### src/rtl/chk_fail_logger.sv
// chk_fail_logger: per-checker saturating fail counters plus timestamped failure
// records, one pending slot per checker, drained through a first-word-fall-through FIFO.
module chk_fail_logger #(
    parameter int NUM_CHK = 4,
    parameter int CNT_W   = 8,
    parameter int TS_W    = 16,
    parameter int DEPTH   = 8,
    parameter int ID_W    = 4
) (
    input  logic                       clk,
    input  logic                       rst,
    input  logic                       enable,
    input  logic                       clear,
    input  logic [NUM_CHK-1:0]         fail_i,
    output logic                       rec_valid,
    input  logic                       rec_ready,
    output logic [ID_W-1:0]            rec_id,
    output logic [TS_W-1:0]            rec_ts,
    output logic [NUM_CHK*CNT_W-1:0]   fail_cnt,
    output logic                       overflow,
    output logic [$clog2(DEPTH):0]     level
);
    localparam int AW = $clog2(DEPTH);
    logic [TS_W-1:0]      ts;
    logic [NUM_CHK-1:0]   pending;
    logic [TS_W-1:0]      ts_hold [NUM_CHK];
    logic [ID_W+TS_W-1:0] mem [DEPTH];
    logic [AW:0]          wptr, rptr;
    logic [ID_W-1:0]      sel;
    logic [TS_W-1:0]      sel_ts;
    logic [NUM_CHK-1:0]   pushed, hit;
    logic                 empty, full, pop, push;
    // lowest-index pending checker wins the single push slot
    always_comb begin
        sel = '0;
        sel_ts = '0;
        for (int k = NUM_CHK - 1; k >= 0; k--)
            if (pending[k]) begin
                sel = ID_W'(k);
                sel_ts = ts_hold[k];
            end
    end
    assign empty = wptr == rptr;
    assign full  = (wptr[AW] != rptr[AW]) && (wptr[AW-1:0] == rptr[AW-1:0]);
    assign pop   = !empty && rec_ready;
    assign push  = |pending && (!full || pop);
    assign hit   = enable ? fail_i : '0;
    always_comb begin
        pushed = '0;
        for (int k = 0; k < NUM_CHK; k++)
            pushed[k] = push && (sel == ID_W'(k));
    end
    assign rec_valid         = !empty;
    assign {rec_id, rec_ts}  = empty ? '0 : mem[rptr[AW-1:0]];
    assign level             = wptr - rptr;
    always_ff @(posedge clk)
        if (push)
            mem[wptr[AW-1:0]] <= {sel, sel_ts};
    always_ff @(posedge clk) begin
        if (rst || clear) begin
            ts       <= '0;
            pending  <= '0;
            wptr     <= '0;
            rptr     <= '0;
            overflow <= 1'b0;
            fail_cnt <= '0;
            for (int k = 0; k < NUM_CHK; k++)
                ts_hold[k] <= '0;
        end else begin
            if (enable)
                ts <= ts + 1'b1;
            if (push)
                wptr <= wptr + 1'b1;
            if (pop)
                rptr <= rptr + 1'b1;
            // a repeat fail on a slot that is not draining this cycle is lost
            for (int k = 0; k < NUM_CHK; k++)
                if (hit[k]) begin
                    if (~&fail_cnt[k*CNT_W +: CNT_W])
                        fail_cnt[k*CNT_W +: CNT_W] <= fail_cnt[k*CNT_W +: CNT_W] + 1'b1;
                    if (pending[k] && !pushed[k])
                        overflow <= 1'b1;
                    else
                        ts_hold[k] <= ts;
                end
            pending <= (pending & ~pushed) | hit;
        end
    end
endmodule
### config.mk
export PLATFORM = sky130hd
export DESIGN_NAME = chk_fail_logger
export DESIGN_NICKNAME = d
export VERILOG_FILES = /design/src/rtl/chk_fail_logger.sv
export SDC_FILE = /design/constraint.sdc
export NUM_CORES = 1
export LEC_CHECK = 0
export CAP_MARGIN = 20
export CORE_AREA = 2 2 160 162
export CTS_BUF_LIST = sky130_fd_sc_hd__clkbuf_2
export DETAILED_ROUTE_END_ITERATION = 8
export DIE_AREA = 0 0 162 164
export PLACE_DENSITY = 0.65
export SLEW_MARGIN = 10
export SYNTH_ARGS = -nofsm -noshare
export SYNTH_HDL_FRONTEND = slang
export SYNTH_SLANG_ARGS = --single-unit
### constraint.sdc
create_clock -name clk -period 4.2 [get_ports clk]
set_input_delay 0.84 -clock clk [delete_from_list [all_inputs] [get_ports clk]]
set_output_delay 0.84 -clock clk [all_outputs]
set_load 0.03 [all_outputs]
After elaboration in Yosys (flattened, before gate mapping)
Memories as Yosys holds them, arrays and structs flattened. A register that Yosys moved wholly into a read port is not among the register bits.
Index checks and enable logic that the tools add are counted.
- logic and storage cells: 109
- memory bits (writable): 224
- input port bits: 9
- register bits after elaboration: 61
- memories: 2
- memory list (memory ; words ; width ; read ports ; clocked after Yosys merged registers in ; write ports ; line ; RTL):
    mem ; 8 ; 20 ; 1 ; 1 ; 1 ; 27 ; logic [ID_W+TS_W-1:0] mem [DEPTH];
    ts_hold ; 4 ; 16 ; 4 ; 0 ; 4 ; 26 ; logic [TS_W-1:0] ts_hold [NUM_CHK];
- reductions and logical operators: 29
- multiplexer cells: 44
- eq/ne operators: 6
- bitwise operators: 11
- add/sub/neg operators: 8
- operators by type and width (kind ; count):
    16-bit 2-to-1 mux ; 8
    8-bit by 1-bit adder with 8-bit output, second input constant ; 4
    8-bit AND reduction ; 4
    1-bit 2-to-1 mux ; 28
    20-bit 2-to-1 mux ; 1
    16-bit by 1-bit adder with 16-bit output, second input constant ; 1
    4-bit 2-to-1 mux ; 4
    1-bit logical AND ; 11
    4-bit by 1-bit adder with 4-bit output, second input constant ; 2
    4-bit by 2-bit equality test with 1-bit output, second input constant ; 2
    2-bit AND reduction ; 4
    1-bit zero test ; 6
    3-bit 2-to-1 mux ; 2
    4-bit bitwise AND ; 1
    4-bit by 1-bit equality test with 1-bit output, second input constant ; 1
    4-bit equality test ; 1
    4-bit zero test ; 1
    1-bit NOT ; 4
    4-bit NOT ; 1
    1-bit bitwise OR ; 4
    4-bit bitwise OR ; 1
    4-bit OR reduction ; 1
    4-bit subtractor ; 1
    3-bit equality test ; 1
    other kinds (3) ; 4

Depth between registers and ports, before layout
- word-level depth: 16
- gate-level depth with buffers: 7

Least setup slack after synthesis
Ideal clock, no wire load.
- path type: input to register
- from: input rec_ready
- to: memory mem[0][0] (netlist name) (enable)
- library setup time: 0.416 ns
- buffers on the path: 0
- arrival time: 2.786 ns
- path slack: 0.998 ns
- cell stages on the path: 4
- path through: nand4b_1 > o21ai_0 > nand2b_1 > nor3_1
- cells in the longest elaborated chain, start to end: 5
- ends and longest elaborated chain (element ; line ; RTL):
    start: declaration ; 16 ; input logic rec_ready,
    1-bit logical AND ; 45 ; assign pop = !empty && rec_ready;
    1-bit logical OR ; 46 ; assign push = |pending && (!full || pop);
    1-bit logical AND ; 46 ;
    1-bit 2-to-1 mux ; 57 ; if (push)
    1-bit 2-to-1 mux (not written as such) ; 58 ; mem[wptr[AW-1:0]] <= {sel, sel_ts};
    end: declaration ; 27 ;
No other way between the ends.

Final worst setup path
- from: register wptr[1]
- to: output rec_ts[11]
- cells in the longest elaborated chain, start to end: 2
- ends and longest elaborated chain (element ; line ; RTL):
    start: declaration ; 28 ; logic [AW:0] wptr, rptr;
    start signal: assignment ; 73 ; wptr <= wptr + 1'b1;
    4-bit equality test ; 43 ; assign empty = wptr == rptr;
    20-bit 2-to-1 mux ; 54 ; assign {rec_id, rec_ts} = empty ? '0 : mem[rptr[AW-1:0]];
    end: declaration ; 18 ; output logic [TS_W-1:0] rec_ts,
No other way between the ends.

==> run_results.csv <==
group,metric,value,unit
floorplanning,fp.dieH,164,µm
power_and_ir_drop,ir_worst_vdd,0.1820,mV
sta,setup_tns,0,ns
routing,drt-total-wl,22.89,mm
synth,async_reset_ff_share,0,%
layout,fin_nets,944,
critical_path,ff2ff_path_depth,6,
min_path,hp-class,"flip-flop to flip-flop",
layout,areaGrowthSynthToFinish,15.11,%
synth,seq_area_frac_synth,65.61,%
global_route,grt_first_pass_wirelength,36.74,mm
sta,setup_viol,0,
cts,cts_tree,"built",
floorplanning,start_util,46.23,%
cts,cts_setup_buffers,0,
critical_path,max_stage_delay,0.70,ns
synth,ys_dominant_reg_cell,"edfxtp_1",
floorplanning,die_w,162,µm
layout,layout-drive-gt1-share,21.33,%
floorplanning,core,0.02482,mm²
global_route,grt_max_degree,40,
min_path,holdCritStartpoint,"fail_cnt[23]",
global_route,track_usage,17.85,%
sta,final.period_utilization,90.12,%
critical_path,worstSetupPathType,"flip-flop to primary output",
critical_path,ff2ff_setup_slack,1.38,ns
synth,ys_types,53,
floorplanning,rows,58,
placed_design,place_ws,0.7360,ns
layout,multi_input_area,0.003720,mm²
floorplanning,pin_count,67,
sta,finalHoldViolCount,0,
routing,antenna_left,0,
global_route,overflow,0,
routing,dr.pass1.iters,4,
critical_path,required,3.36,ns
synth,avgSynthCellArea,14.27,µm²
critical_path,startpoint,"wptr[1]",
routing,drc,0,
routing,via_count,6878,
synth,ys_top_cells_by_area,"edfxtp_1 54%, dfxtp_1 11%, mux4_2 7.1%",
routing,viasPerCell,5.266,
critical_path,crit_path_end,"rec_ts[11]",
critical_path,cp_common_cell,"nor2_1",
synth,synth_warnings,0,
synth,syn-instance-count,804,
routing,routedWlPerCell,17.53,µm
placed_design,dp_hpwl,13.74,mm
cts,cts-root-buf,"clkbuf_2",
sta,maxSlewHeadroom,21.40,%
power_and_ir_drop,p_per_area,379.3,mW/mm²
synth,synth_seq_cells,272,
critical_path,worstSetupEndpointType,"primary output",
placed_design,portBuffers,64,
synth,syn_area,0.01147,mm²
synth,synth_common_cells,"208 x edfxtp_1, 72 x nor2_1, 64 x dfxtp_1",
sta,fin_crit,3.785,ns
layout,stdcell_count,1306,
sta,drv_slew,0,
power_and_ir_drop,power,0.005010,W
power_and_ir_drop,leakage,4.470,nW
synth,synth_edf_count,208,
routing,drt_iter0_drc,410,
sta,max_freq,264.2,MHz
critical_path,reg2reg_to,"mem[2][5]",
placed_design,routabilityCongestion,0.8152,
outcome,status,"complete, no violations",
critical_path,arrival,2.94,ns
sta,setup_slack,0.4152,ns
floorplanning,die-area,0.02657,mm²
cts,cts_made_buffers,72,
critical_path,slowest_stage,"clkdlybuf4s50_1",
sta,fin_skew,0.07982,ns
global_route,grt_pass1_vias,7062,
flow_run,drv_cap,0,
sta,worst_pin_slew,1.169,ns
cts,clk_pin_slew,0.10,ns
cts,clock-sinks,272,
critical_path,start_kind,"flip-flop",
critical_path,cp_max_fo,19,
synth,yosysMostFrequentCell,"edfxtp_1",
global_route,grt_antenna_before_repair,1,
sta,rsz0062_at_grt,"false",
cts,cts_resized,0,
synth,synth_top_area_share,54.44,%
placed_design,place_inst,1177,
cts,cts-htree-levels,3,
cts,clockBufferDepth,3,
synth,yosys.area.top_type,"edfxtp_1",
layout,seq_area,0.007528,mm²
cts,clock_latency,0.83,ns
cts,hold_buffers,0,
critical_path,regToRegStartpoint,"wptr[1]",
layout,nFillCells,2090,
critical_path,cp_cell_sequence,"ha_1 > nand3_1 > nor2_1 > buf_4 > nor2_1 > clkdlybuf4s50_1",
layout make-up:
| class | count | area share, % |
|---|---|---|
| Sequential cell | 272 | 57.00 |
| Multi-Input combinational cell | 478 | 28.16 |
| Timing Repair Buffer | 88 | 6.262 |
| Clock buffer | 107 | 4.055 |
| Tap cell | 330 | 3.126 |
| Clock inverter | 18 | 1.033 |
| Inverter | 12 | 0.3410 |
| Antenna cell | 1 | 0.01895 |
per-layer routing:
layer / track usage, % / vias to the layer above / routed length (µm)
met3: 4.091 / 27 / 1131
li1: - / 3345 / -
met2: 30.60 / 154 / 11410
met4: 7.442 / 0 / 300
met5: 0 / - / 0
met1: 21.89 / 3352 / 10050
logic make-up after synthesis:
family                     after synthesis  synth area share [%]
xor gates and xnor gates                35                 2.835
other                                    1               0.03268
adders and majority gates               11                 1.265
muxes                                   61                 9.248
and+or+nand+nor                        265                 12.06
buffers and inverters                   55                 2.246
DFF                                    272                 65.61
AOI/OAI and AO/OA                      104                 6.707
worst max-delay path: cells and delay by family (launching register included):
| family | cells | cell delay, ns |
|---|---|---|
| buf+inv | 2 | 0.92 |
| fa+ha+maj | 1 | 0.32 |
| simple gates | 3 | 0.38 |
| flops | 1 | 0.51 |
sequential cells by signal, summed over array words and instances, names as in the netlist, named ones only:
name,cells
fail_cnt,32
mem,144
overflow,1
pending,4
rptr,4
ts,16
ts_hold,64
wptr,4
layout by cell type (no fill, tap or decap), types with 4 or more instances in the layout:
cell	instances
a31oi_1	7
nor2_2	6
or3_1	6
nor4_1	9
clkinv_1	11
and2_2	12
dfxtp_1	63
and2_1	55
xnor2_1	19
inv_1	12
a221oi_1	16
clkbuf_2	107
o31ai_1	22
edfxtp_1	208
and3_1	5
ha_1	10
a21o_1	4
o211ai_1	4
nand4_1	11
mux4_2	36
clkdlybuf4s50_1	64
mux2i_1	25
nor2b_1	16
nand3_1	20
xor2_1	15
o21ai_0	12
nand2_1	39
nor2_1	66
a21oi_1	16
buf_4	20
or4_1	6
per-stage QoR:
| step | utilization, % | instance area (µm²) | hold WS [ns] |
|---|---|---|---|
| CTS | 53.08 | 13170 | 0.5248 |
| detailed placement | 50.37 | 12500 | 0.5072 |
| global placement | 50.35 | 12500 | 0.4868 |
| global route | 53.22 | 13210 | 0.5555 |
| finish | 53.22 | 13210 | 0.5275 |
| floorplan | - | 11480 | 0.4774 |
power breakdown:
part,total [W],switching (W),internal [W]
sequential,0.00295,0.0000161,0.00293
combinational,0.000208,0.000139,0.0000693
clock,0.00186,0.00105,0.000801
worst min-delay path by stage:
stage | to | slack [ns] | cells past startpoint
finish | fail_cnt[23] | 0.53 | 2
global route | fail_cnt[15] | 0.56 | 2
CTS | fail_cnt[23] | 0.52 | 2
detailed placement | fail_cnt[15] | 0.51 | 2
global placement | fail_cnt[7] | 0.49 | 2
floorplan | wptr[0] | 0.48 | 2
(Power assumes the default switching activity.)
